File: src/rtl/mono_data_rx_if.sv
`default_nettype none
// ============================================================================
//  Module      : mono_data_rx_if
//  Description : Word stream between the mono_data_rx receiver and a FIFO.
//                A word moves when fifo_valid and fifo_ready are both high.
//                  fifo_data  [31:0] : decoded frame word (source -> sink)
//                  fifo_valid        : word valid        (source -> sink)
//                  fifo_ready        : sink accepts word (sink -> source)
//  Revision    : 1.0 - initial release
// ============================================================================
interface mono_data_rx_if;
  logic [31:0] fifo_data;
  logic        fifo_valid;
  logic        fifo_ready;

  modport master (output fifo_data, output fifo_valid, input fifo_ready);
  modport slave  (input fifo_data, input fifo_valid, output fifo_ready);
endinterface
`default_nettype wire

File: src/rtl/mono_data_rx.sv
`default_nettype none
// ============================================================================
//  Module      : mono_data_rx
//  Description : Readout controller for a monolithic pixel chip. When the chip
//                raises TOKEN the block freezes the chip, pulses READ, shifts in
//                one serial frame {col[5:0], row[7:0], LE[5:0], TE[5:0]} (MSB
//                first) and hands it to a FIFO. It loops while TOKEN stays
//                high, then unfreezes.
//                clk_i also drives the chip Clk_Out; DATA is sampled on its
//                rising edge.
//  Ports       : clk_i, rst_i          clock, synchronous active-high reset
//                enable_i              arm the readout loop (sampled in IDLE)
//                freeze_dly_i[3:0]     FREEZE rise to first READ (0 -> 1)
//                read_len_i[3:0]       READ pulse width (0 -> 1)
//                read_gap_i[3:0]       READ fall to first DATA sample
//                token_i, data_i       chip token and serial data
//                freeze_o, read_o      chip control strobes (registered)
//                fifo_m                word output (mono_data_rx_if.master)
//                word_cnt_o            frames pushed, saturating
//                stall_cnt_o           PUSH cycles with ready low, saturating
//                busy_o                high whenever the FSM is not IDLE
//  Options     : MONO_RX_GRAY_DECODE_EN - when defined, LE and TE are converted
//                from Gray to binary while loading the output word.
//  Revision    : 1.0 - initial release
// ============================================================================
module mono_data_rx #(
  parameter int FRAME_BITS = 26,
  parameter int CNT_W      = 16
) (
  input  wire logic             clk_i,
  input  wire logic             rst_i,
  input  wire logic             enable_i,
  input  wire logic [3:0]       freeze_dly_i,
  input  wire logic [3:0]       read_len_i,
  input  wire logic [3:0]       read_gap_i,
  input  wire logic             token_i,
  input  wire logic             data_i,
  output logic                  freeze_o,
  output logic                  read_o,
  mono_data_rx_if.master        fifo_m,
  output logic [CNT_W-1:0]      word_cnt_o,
  output logic [CNT_W-1:0]      stall_cnt_o,
  output logic                  busy_o
);

  localparam int                BIT_W      = $clog2(FRAME_BITS);
  localparam int                PAD_W      = 32 - FRAME_BITS;
  localparam logic [BIT_W-1:0]  C_LAST_BIT = BIT_W'(FRAME_BITS - 1);
  localparam logic [BIT_W-1:0]  C_BIT_ONE  = BIT_W'(1);
  localparam logic [CNT_W-1:0]  C_CNT_ONE  = CNT_W'(1);
  localparam logic [CNT_W-1:0]  C_CNT_MAX  = '1;

  typedef enum logic [2:0] {
    S_IDLE  = 3'd0,
    S_FRZ   = 3'd1,
    S_RD    = 3'd2,
    S_GAP   = 3'd3,
    S_SHIFT = 3'd4,
    S_PUSH  = 3'd5,
    S_UNFRZ = 3'd6
  } state_t;

  state_t                 state_q;
  logic [3:0]             cnt_q;
  logic [BIT_W-1:0]       bit_q;
  logic [FRAME_BITS-2:0]  shift_q;      // bits received so far; the last bit comes straight from data_i
  logic [1:0]             tok_sync_q;
  logic                   freeze_q;
  logic                   read_q;
  logic                   fifo_valid_q;
  logic [31:0]            fifo_data_q;
  logic [CNT_W-1:0]       word_cnt_q;
  logic [CNT_W-1:0]       stall_cnt_q;

  logic [FRAME_BITS-1:0]  shift_d;
  logic [FRAME_BITS-1:0]  push_frame_d;
  logic [3:0]             dly_m1_d;
  logic [3:0]             len_m1_d;
  logic                   token_go_d;

  // Counters count down to zero, so load "length minus one"; 0 behaves as 1.
  assign dly_m1_d   = (freeze_dly_i == 4'd0) ? 4'd0 : freeze_dly_i - 4'd1;
  assign len_m1_d   = (read_len_i   == 4'd0) ? 4'd0 : read_len_i   - 4'd1;
  // A dropped ENABLE masks the token so the running loop ends after this word.
  assign token_go_d = tok_sync_q[1] & enable_i;
  assign shift_d    = {shift_q, data_i};

`ifdef MONO_RX_GRAY_DECODE_EN
  function automatic logic [5:0] gray2bin(input logic [5:0] g);
    logic [5:0] b;
    b[5] = g[5];
    for (int i = 4; i >= 0; i--) begin
      b[i] = b[i+1] ^ g[i];
    end
    return b;
  endfunction

  assign push_frame_d = {shift_d[FRAME_BITS-1:12], gray2bin(shift_d[11:6]), gray2bin(shift_d[5:0])};
`else
  assign push_frame_d = shift_d;
`endif

  always_ff @(posedge clk_i) begin
    if (rst_i) begin
      state_q      <= S_IDLE;
      cnt_q        <= 4'd0;
      bit_q        <= '0;
      shift_q      <= '0;
      tok_sync_q   <= 2'b00;
      freeze_q     <= 1'b0;
      read_q       <= 1'b0;
      fifo_valid_q <= 1'b0;
      fifo_data_q  <= 32'd0;
      word_cnt_q   <= '0;
      stall_cnt_q  <= '0;
    end else begin
      tok_sync_q <= {tok_sync_q[0], token_i};
      case (state_q)
        S_IDLE: begin
          if (enable_i && tok_sync_q[1]) begin
            state_q  <= S_FRZ;
            freeze_q <= 1'b1;
            cnt_q    <= dly_m1_d;
          end
        end
        S_FRZ: begin
          if (cnt_q == 4'd0) begin
            state_q <= S_RD;
            read_q  <= 1'b1;
            cnt_q   <= len_m1_d;
          end else begin
            cnt_q <= cnt_q - 4'd1;
          end
        end
        S_RD: begin
          if (cnt_q == 4'd0) begin
            read_q <= 1'b0;
            bit_q  <= C_LAST_BIT;
            if (read_gap_i == 4'd0) begin
              state_q <= S_SHIFT;
            end else begin
              state_q <= S_GAP;
              cnt_q   <= read_gap_i - 4'd1;
            end
          end else begin
            cnt_q <= cnt_q - 4'd1;
          end
        end
        S_GAP: begin
          if (cnt_q == 4'd0) begin
            state_q <= S_SHIFT;
          end else begin
            cnt_q <= cnt_q - 4'd1;
          end
        end
        S_SHIFT: begin
          shift_q <= shift_d[FRAME_BITS-2:0];
          if (bit_q == '0) begin
            // The final bit is taken from data_i directly so the word is
            // ready on the same edge as the last sample.
            state_q      <= S_PUSH;
            fifo_valid_q <= 1'b1;
            fifo_data_q  <= {{PAD_W{1'b0}}, push_frame_d};
          end else begin
            bit_q <= bit_q - C_BIT_ONE;
          end
        end
        S_PUSH: begin
          if (fifo_m.fifo_ready) begin
            fifo_valid_q <= 1'b0;
            if (word_cnt_q != C_CNT_MAX) begin
              word_cnt_q <= word_cnt_q + C_CNT_ONE;
            end
            if (token_go_d) begin
              state_q <= S_RD;
              read_q  <= 1'b1;
              cnt_q   <= len_m1_d;
            end else begin
              state_q  <= S_UNFRZ;
              freeze_q <= 1'b0;
              cnt_q    <= 4'd1;
            end
          end else if (stall_cnt_q != C_CNT_MAX) begin
            stall_cnt_q <= stall_cnt_q + C_CNT_ONE;
          end
        end
        S_UNFRZ: begin
          // Two cycles for the chip token to settle after unfreezing.
          if (cnt_q == 4'd0) begin
            state_q <= S_IDLE;
          end else begin
            cnt_q <= cnt_q - 4'd1;
          end
        end
        default: begin
          state_q      <= S_IDLE;
          freeze_q     <= 1'b0;
          read_q       <= 1'b0;
          fifo_valid_q <= 1'b0;
        end
      endcase
    end
  end

  assign freeze_o          = freeze_q;
  assign read_o            = read_q;
  assign fifo_m.fifo_data  = fifo_data_q;
  assign fifo_m.fifo_valid = fifo_valid_q;
  assign word_cnt_o        = word_cnt_q;
  assign stall_cnt_o       = stall_cnt_q;
  assign busy_o            = (state_q != S_IDLE);

endmodule
`default_nettype wire

File: src/flat_wrapper.sv
// flat-port wrapper written by rule: the top's interface ports become plain ports
module mono_data_rx_flat 
#(
  parameter int FRAME_BITS = 26,
  parameter int CNT_W      = 16
)
  (clk_i, rst_i, enable_i, freeze_dly_i, read_len_i, read_gap_i, token_i, data_i, freeze_o, read_o, word_cnt_o, stall_cnt_o, busy_o, fifo_m_fifo_data, fifo_m_fifo_valid, fifo_m_fifo_ready);
  mono_data_rx_if fifo_m_i ();
  input  wire logic clk_i;
  input  wire logic rst_i;
  input  wire logic enable_i;
  input  wire logic [3:0] freeze_dly_i;
  input  wire logic [3:0] read_len_i;
  input  wire logic [3:0] read_gap_i;
  input  wire logic token_i;
  input  wire logic data_i;
  output logic freeze_o;
  output logic read_o;
  output logic [CNT_W-1:0] word_cnt_o;
  output logic [CNT_W-1:0] stall_cnt_o;
  output logic busy_o;
  output wire logic [$bits(fifo_m_i.fifo_data)-1:0] fifo_m_fifo_data;
  output wire logic [$bits(fifo_m_i.fifo_valid)-1:0] fifo_m_fifo_valid;
  input wire logic [$bits(fifo_m_i.fifo_ready)-1:0] fifo_m_fifo_ready;
  assign fifo_m_fifo_data = fifo_m_i.fifo_data;
  assign fifo_m_fifo_valid = fifo_m_i.fifo_valid;
  assign fifo_m_i.fifo_ready = fifo_m_fifo_ready;
  mono_data_rx #(.FRAME_BITS(FRAME_BITS), .CNT_W(CNT_W)) u_core (.clk_i(clk_i), .rst_i(rst_i), .enable_i(enable_i), .freeze_dly_i(freeze_dly_i), .read_len_i(read_len_i), .read_gap_i(read_gap_i), .token_i(token_i), .data_i(data_i), .freeze_o(freeze_o), .read_o(read_o), .fifo_m(fifo_m_i), .word_cnt_o(word_cnt_o), .stall_cnt_o(stall_cnt_o), .busy_o(busy_o));
endmodule
File: config.mk
export PLATFORM = sky130hd
export DESIGN_NAME = mono_data_rx_flat
export DESIGN_NICKNAME = d
export VERILOG_FILES = /design/src/rtl/mono_data_rx_if.sv /design/src/rtl/mono_data_rx.sv /design/src/flat_wrapper.sv
export SDC_FILE = /design/constraint.sdc
export NUM_CORES = 1
export LEC_CHECK = 0
export CAP_MARGIN = 20
export CORE_MARGIN = 5
export CORE_UTILIZATION = 58
export CTS_BUF_LIST = sky130_fd_sc_hd__clkbuf_4
export CTS_CLUSTER_SIZE = 28
export DETAILED_ROUTE_END_ITERATION = 6
export PLACE_DENSITY = 0.87
export SLEW_MARGIN = 25
export SYNTH_ARGS = -nofsm -noshare
export SYNTH_HDL_FRONTEND = slang
export SYNTH_SLANG_ARGS = --single-unit
File: constraint.sdc
create_clock -name clk_i -period 5.1 [get_ports clk_i]
set_input_delay 1.53 -clock clk_i [delete_from_list [all_inputs] [get_ports clk_i]]
set_output_delay 1.53 -clock clk_i [all_outputs]
set_load 0.005 [all_outputs]
# Word-level counts from Yosys, hierarchy flattened
# Index checks and enable logic that the tools add are counted.
[totals]
inputBits = 18
ff_bits = 100
elab_cells = 101
out_inout_bits = 68
[classes]
bitwise = 5
n_addsub = 7
muxes = 35
n_eq_ne = 20
n_reduce_logical = 23
[op_table]
columns = ["cell", "n"]
rows = [
  ["2-to-1 mux 4 bit", 9],
  ["adder 16 x 1 -> 16 bit (second input constant)", 2],
  ["!= test 16 bit (second input constant)", 2],
  ["2-to-1 mux 3 bit", 9],
  ["one-hot mux 3 bit (7 select lines)", 1],
  ["one-hot mux 4 bit (5 select lines)", 1],
  ["zero test 4 bit", 4],
  ["subtractor 4 x 1 -> 4 bit (second input constant)", 4],
  ["!= test 2 x 1 -> 1 bit (second input constant)", 7],
  ["AND reduction 3 bit", 4],
  ["2-to-1 mux 5 bit", 2],
  ["one-hot mux 5 bit (2 select lines)", 1],
  ["AND reduction 5 bit", 2],
  ["OR reduction 5 bit", 2],
  ["equality test 3 bit (second input constant)", 3],
  ["2-to-1 mux 1 bit", 9],
  ["!= test 2 bit (second input constant)", 4],
  ["AND reduction 7 bit", 1],
  ["equality test 3 x 2 -> 1 bit (second input constant)", 2],
  ["one-hot mux 1 bit (3 select lines)", 2],
  ["zero test 5 bit", 1],
  ["nonzero test 5 bit", 1],
  ["subtractor 5 x 1 -> 5 bit (second input constant)", 1],
  ["NOT 1 bit", 4],
  ["12 further kinds", 12],
]

# Longest topological paths before layout
# Gate-level depths: netlist (run 1).
[logic_depth]
word_depth = 5
depth_mapped = 7
depth_no_buf = 7

# Least setup slack after synthesis (run 1)
# OpenSTA, ideal clock, no wires.
[synth_timing]
kind = "input-to-reg"
startpoint = "input read_gap_i[0]"
endpoint = "register u_core.cnt_q[0]"
n_path_buf = 0
arrival_time_ns = 2.777
path_slack_ns = 2.187
cell_stages = 7
required_time_ns = 4.964
setup_ns = 0.136
cell_sequence = "inv_1 -> ha_1 -> nor3b_1 -> nor3_1 -> o31ai_4 -> a2111oi_0 -> a211oi_1"
[synth_via]
elab_chain_cells = 4
word_cells_on_any_way = 7
classes_between = "1 x add/sub; 1 x eq/ne; 3 x mux; 2 x reduce/logical"
[synth_rtl]
columns = ["element", "line_no", "source"]
rows = [
  ["start: declaration", "flat_wrapper.sv:14", "input wire logic [3:0] read_gap_i;"],
  ["subtractor 4 x 1 -> 4 bit", "mono_data_rx.sv:143", "cnt_q <= read_gap_i - 4'd1;"],
  ["2-to-1 mux 4 bit", "mono_data_rx.sv:139", "if (read_gap_i == 4'd0) begin"],
  ["2-to-1 mux 4 bit", "mono_data_rx.sv:136", "if (cnt_q == 4'd0) begin"],
  ["one-hot mux 4 bit (5 select lines)", "mono_data_rx.sv:118", "case (state_q)"],
  ["end signal: assignment", "mono_data_rx.sv:123", "cnt_q <= dly_m1_d;"],
  ["end signal: assignment", "mono_data_rx.sv:143", ""],
  ["end signal: assignment", "mono_data_rx.sv:146", "cnt_q <= cnt_q - 4'd1;"],
  ["end: declaration", "mono_data_rx.sv:64", "logic [3:0] cnt_q;"],
]
# Parallel ways exist; a longest one is shown, timed or not. The select of a mux whose other input is x is not followed.
# A chain may end at the register's enable or synchronous reset.

# Worst setup path after layout (run 1)
[layout_timing]
startpoint = "register u_core.state_q[1]"
endpoint = "output busy_o"
[layout_via]
elab_chain_cells = 1
[layout_rtl]
columns = ["element", "line_no", "source"]
rows = [
  ["start: declaration", "mono_data_rx.sv:63", "state_t state_q;"],
  ["start signal: assignment", "mono_data_rx.sv:105", "state_q <= S_IDLE;"],
  ["start signal: assignment", "mono_data_rx.sv:121", "state_q <= S_FRZ;"],
  ["start signal: assignment", "mono_data_rx.sv:128", "state_q <= S_RD;"],
  ["nonzero test 3 bit", "mono_data_rx.sv:211", "assign busy_o = (state_q != S_IDLE);"],
  ["end: declaration", "flat_wrapper.sv:21", "output logic busy_o;"],
]
# Every way passes these cells.

==> flow_summary_export.csv, run 1 <==
group,metric,value,unit
outcome,run_status,"completed",
cts,post_cts_buffers,0,
logic_synthesis,yosys-top-cells-area,"dfxtp_1 (43%), nand2_1 (9.4%), a21oi_1 (7.1%)",
setup_path,r2r_start,"u_core.state_q[2]$_SDFFE_PP0P_",
route,dr.pass1.iters,5,
pwr,total_power,1580,uW
cts,cts_made_buffers,9,
logic_synthesis,synthCells,570,
flow_run,drv_cap,0,
setup_path,reg2reg_depth,5,
global_route,grt_pass1_vias,3857,
setup_path,path_class,"register to output port",
timing,grt_setup_unrepaired,"no",
placed_design,place_congestion,0.891,
cts,cts_root_buf,"clkbuf_4",
floorplan,dieArea,0.00992,mm2
global_route,track_usage,0.208,
global_route,grt.busiest_layer,"met2",
floorplan,rows,32,
cts,cts_hold_buf,0,
global_route,grt_max_degree,61,
cts,clk_latency,0.44,ns
setup_path,r2r_end,"u_core.fifo_m.fifo_data[9]$_SDFFE_PP0N_",
route,drt_iter0_drc,188,
route,via_per_inst,5.73,
floorplan,start_util,0.599,
logic_synthesis,yosys_warnings,0,
timing,fin_crit_sh,0.715,
route,wirelength,10500,um
route,detail_route.drc_violations,0,
cts,cts_tree,"yes",
setup_path,worstSetupEndpoint,"busy_o",
setup_path,cp-end-kind,"output port",
timing,finalSetupViolCount,0,
timing,fin_worst_skew,0.0135,ns
global_route,met2_usage,0.353,
timing,relSlewSlack,0.372,
logic_synthesis,synth-main-ff-cell,"dfxtp_1",
route,vias,4237,
setup_path,cp.required,3.57,ns
floorplan,ios,86,
logic_synthesis,synth-edff-count,0,
placed_design,io_buffers,79,
logic_synthesis,synth.cells.most_frequent,"nand2_1 (117), dfxtp_1 (100), a21oi_1 (66)",
floorplan,die_h,99.6,um
cells_and_area,diodes,0,
cts,clkSlewWorstSetupHoldPaths,0.14,ns
pwr,peakVddDrop,254,uV
global_route,met1_usage,0.266,
setup_path,cp_max_fo,25,
global_route,antenna_found_initial,0,
global_route,met3_usage,0.0470,
logic_synthesis,syn_area_per_cell,8.17,um2
floorplan,core_area,0.00777,mm2
cells_and_area,drive_above_1_share,0.0564,
timing,period_needed,3.65,ns
logic_synthesis,yosys.area.top_type,"dfxtp_1",
cts,ctsResizeCount,0,
logic_synthesis,synth_most_common_cell,"nand2_1",
hold_path,worstHoldPathType,"register to register",
setup_path,worstPathArrival,2.12,ns
global_route,grt_pass1_wl,17400,um
timing,worstMarginPinSlew,0.943,ns
setup_path,r2r_slack,2.40,ns
cells_and_area,fin_nets,660,
placed_design,dpl.hpwl,7270,um
route,avgRoutedWirePerCell,14.2,um
logic_synthesis,seq_area_frac_synth,0.430,
logic_synthesis,syn_area,0.00465,mm2
timing,hold_violations,0,
pwr,power_density,284,mW/mm2
logic_synthesis,yosysTopAreaCellShare,0.430,
timing,drv_slew,0,
cells_and_area,area_delta_synth_final,19.8,%
cts,htree_levels,3,
cts,cts_sinks,100,
timing,finalSetupTns,0,ns
logic_synthesis,ys_types,61,
global_route,overflow,0,
setup_path,cp-start-kind,"register",
logic_synthesis,ys_ff_latch,100,
floorplan,die_w,99.6,um
setup_path,crit_start,"u_core.state_q[1]$_SDFFE_PP0P_",
logic_synthesis,async_flop_share,0,
pwr,p_leak,0.00183,uW
timing,fmax,274,MHz
cts,clock_path_buffers,2,
route,drtAntennaViolNets,0,
## through the flow
step	instances	area, um2	worst slack [ns]	util	hold WS, ns
4_1_cts	739	5560	1.49	0.716	0.466
3_5_place_dp	723	5420	1.42	0.698	0.439
6_report	740	5580	1.45	0.718	0.462
5_1_grt	740	5580	1.28	0.718	0.475
2_1_floorplan	575	4670	2.19	-	0.414
3_3_place_gp	723	5420	1.56	0.698	0.432
## critical path: stages (launching register included)
cell and delay (ns):
dfxtp_1 0.84, inv_1 0.20, nand2_1 0.14, clkdlybuf4s50_1 0.51
## registers in the layout, indices dropped and copies added (netlist names), 2 cells and up
register                 flops
u_core.shift_q              25
u_core.word_cnt_o           16
u_core.state_q               3
u_core.tok_sync_q            2
u_core.stall_cnt_o          16
u_core.fifo_m.fifo_data     26
u_core.cnt_q                 4
u_core.bit_q                 5
## where the power goes
group          leakage [uW]  total [uW]  internal [uW]  switching (uW)
Clock             0.0000780         413            156             258
Sequential         0.000807         851            808            43.5
Combinational      0.000943         316            143             174
Total               0.00183        1580           1110             475
## cells by family (layout without fill, tap and decap cells)
kind of cell	Yosys count	after routing	share of synthesized area
simple gates	253	253	0.265
buf+inv	47	110	0.0473
xor+xnor	28	28	0.0527
mux	5	5	0.0108
fa+ha+maj	9	9	0.0242
compound gates	127	127	0.169
other cells	1	6	0.000806
flops	100	100	0.430
## layout make-up
type                            count  area [um2]
Clock inverter                      6        65.1
Tap cell                          102         128
Sequential cell                   100        2000
Clock buffer                       10        75.1
Inverter                           13        48.8
Multi-Input combinational cell    428        2450
Timing Repair Buffer               81         807
Fill cell                         649        2190
## metal layers
metal / vias up / share of wire
met3: 11 / 0.054
met4: 0 / 0.0067
met1: 2003 / 0.44
met5: - / 0
met2: 131 / 0.50
li1: 2092 / -
## layout by cell type, fill, tap and decap left out, drive strengths merged, types with 5 or more instances in the layout
cell type      count
a211oi             8
a21oi             66
and3               7
clkbuf            10
clkdlybuf4s50     78
clkinv             5
conb               6
dfxtp            100
ha                 9
inv               13
mux2i              5
nand2            118
nand3             12
nand4              5
nor2              45
nor2b              7
nor3              18
nor4               7
o211ai             5
o21ai             23
or3                5
xnor2             14
xor2              14
## worst min path at each step
stage	cells after the start	slack, ns	endpoint	from
final	1	0.46	u_core.tok_sync_q[1]$_SDFF_PP0_	u_core.tok_sync_q[0]$_SDFF_PP0_
after global routing	1	0.47	u_core.tok_sync_q[1]$_SDFF_PP0_	u_core.tok_sync_q[0]$_SDFF_PP0_
after CTS	2	0.47	u_core.fifo_m.fifo_data[7]$_SDFFE_PP0N_	u_core.fifo_m.fifo_data[7]$_SDFFE_PP0N_
after detailed placement	1	0.44	u_core.tok_sync_q[1]$_SDFF_PP0_	u_core.tok_sync_q[0]$_SDFF_PP0_
after global placement	1	0.43	u_core.tok_sync_q[1]$_SDFF_PP0_	u_core.tok_sync_q[0]$_SDFF_PP0_
after floorplan	1	0.41	u_core.tok_sync_q[1]$_SDFF_PP0_	u_core.tok_sync_q[0]$_SDFF_PP0_
(Power assumes the default switching activity.)
==> inputs of run 2 (changes only) <==
Settings changed: CORE_UTILIZATION 58 to 49, PLACE_DENSITY 0.87 to 0.79.
Clock period 5.1 ns to 3.06 ns, I/O delays scaled along.
==> run 2 against run 1 <==
Against the previous run:
- routed wire length grew 1.8%
- clock-buffer cell count shrank 1
- critical path depth grew 5
- die area grew 16%
- global-route usage shrank 2.4 points
- sequential share of layout area shrank 0.34 points
- setup slack lost 1.0 ns
- critical endpoint is now u_core.cnt_q[0]$_SDFFE_PP0P_
- highest routed layer unchanged
==> flow_summary_export.csv, run 2 (synthesis gave the netlist of run 1 again) <==
group,metric,value,unit
setup_path,cp_max_fo,8,
cts,htree_levels,3,
pwr,total_power,2610,uW
global_route,grt_max_degree,49,
cts,clk_latency,0.44,ns
cts,post_cts_buffers,0,
cells_and_area,area_delta_synth_final,21.0,%
route,wirelength,10700,um
cts,clkSlewWorstSetupHoldPaths,0.15,ns
timing,finalSetupViolCount,0,
cts,cts_made_buffers,9,
outcome,run_status,"completed",
global_route,track_usage,0.184,
floorplan,core_area,0.00924,mm2
placed_design,io_buffers,79,
route,via_per_inst,5.44,
cts,ctsResizeCount,0,
setup_path,cp-start-kind,"primary input",
timing,hold_violations,0,
flow_run,drv_cap,0,
floorplan,start_util,0.504,
cells_and_area,layout_common_cells,"nand2_1 (117), dfxtp_1 (100), clkdlybuf4s50_1 (78)",
setup_path,critPathSlowestCell,"clkdlybuf4s50_1",
timing,relSlewSlack,0.373,
floorplan,dieArea,0.0115,mm2
floorplan,die_w,107,um
floorplan,die_h,107,um
route,drtAntennaViolNets,0,
setup_path,cp-end-kind,"register",
global_route,overflow,0,
timing,grt_setup_unrepaired,"no",
setup_path,path_class,"primary input to register",
setup_path,slowest_delay,0.52,ns
route,drt_iter0_drc,171,
timing,fmax,383,MHz
cts,cts_tree,"yes",
placed_design,place_congestion,0.839,
cells_and_area,largest_register_ffs,26,
global_route,grt_pass1_vias,3921,
global_route,grt_pass1_wl,17900,um
setup_path,cp.required,3.34,ns
cts,cts_root_buf,"clkbuf_4",
global_route,antenna_found_initial,0,
floorplan,ios,86,
route,detail_route.drc_violations,0,
placed_design,dpl.hpwl,7710,um
cells_and_area,layout_commonest_cell,"nand2_1",
pwr,peakVddDrop,328,uV
timing,fin_worst_skew,0.0246,ns
pwr,power_density,463,mW/mm2
pwr,p_leak,0.00184,uW
cells_and_area,fin_nets,664,
cts,cts_hold_buf,0,
timing,period_needed,2.61,ns
cts,clock_path_buffers,2,
setup_path,worstPathCellList,"clkdlybuf4s50_1, inv_1, ha_1, nor3b_1, nor3_1, o31ai_4, a2111oi_0, a211oi_1",
cells_and_area,diodes,0,
timing,worstMarginPinSlew,0.940,ns
timing,fin_crit_sh,0.854,
route,vias,4193,
timing,drv_slew,0,
cts,cts_sinks,100,
cells_and_area,drive_above_1_share,0.0623,
timing,fin_hold_ws,0.457,ns
route,dr.pass1.iters,5,
route,avgRoutedWirePerCell,13.9,um
hold_path,worstHoldPathType,"register to register",
floorplan,rows,35,
setup_path,worstPathArrival,2.89,ns
==> run 2: cell count changes in the layout (fill, tap and decap cells not counted), sizes merged <==
cell	delta
clkinv	-3
buf	+4
clkinvlp	+1
inv	+4
bufinv	-1
clkbuf	-1
==> run 2: metrics by stage <==
stage | instance area, um2 | util | setup TNS, ns | worst slack [ns] | instances
floorplan | 4670 | - | 0 | 0.759 | 575
global route | 5630 | 0.609 | 0 | 0.318 | 771
CTS | 5630 | 0.609 | 0 | 0.468 | 771
global placement | 5510 | 0.596 | 0 | 0.139 | 755
detailed placement | 5510 | 0.596 | -0.00157 | -0.00157 | 755
finish | 5630 | 0.609 | 0 | 0.447 | 771
==> run 2: path summary, 6_finish.rpt <==
kind	startpoint	to	slack (ns)	cells past startpoint
setup / recovery	read_gap_i[0]	u_core.cnt_q[0]$_SDFFE_PP0P_	0.45	8
setup reg to reg	u_core.state_q[2]$_SDFFE_PP0P_	u_core.fifo_m.fifo_data[19]$_SDFFE_PP0N_	0.83	4
hold reg to reg	u_core.tok_sync_q[0]$_SDFF_PP0_	u_core.tok_sync_q[1]$_SDFF_PP0_	0.46	1
hold / removal	u_core.tok_sync_q[0]$_SDFF_PP0_	u_core.tok_sync_q[1]$_SDFF_PP0_	0.46	1
==> run 2: report_power, final <==
part | leakage, uW | switching [uW] | internal, uW
clock | 0.0000682 | 459 | 181
combinational | 0.000967 | 322 | 246
sequential | 0.000807 | 51.9 | 1350
==> run 2: final cells by class <==
cell class	instances	area, um2
Clock inverter	7	56.3
Clock buffer	9	67.6
Sequential cell	100	2000
Timing Repair Buffer	85	843
Tap cell	129	161
Fill cell	824	3610
Inverter	13	48.8
Multi-Input combinational cell	428	2450
==> run 2: critical path: cells and delay by family <==
family	cells	cell delay, ns
compound gates	3	0.66
buf+inv	2	0.58
fa+ha+maj	1	0.22
simple gates	2	0.51
==> run 2: layer usage <==
layer / routed length [um] / vias to the layer above / track usage
li1: - / 2100 / -
met1: 4820 / 1960 / 0.225
met2: 5190 / 119 / 0.314
met3: 566 / 14 / 0.0510
met4: 144 / 0 / 0.0604
met5: 0 / - / 0
==> inputs of run 3 (changes only) <==
Settings changed: ABC_CLOCK_PERIOD_IN_PS from default to 3060.
==> results of run 3 <==
Same layout as run 2: the final DEF is identical, and so are final timing and power.
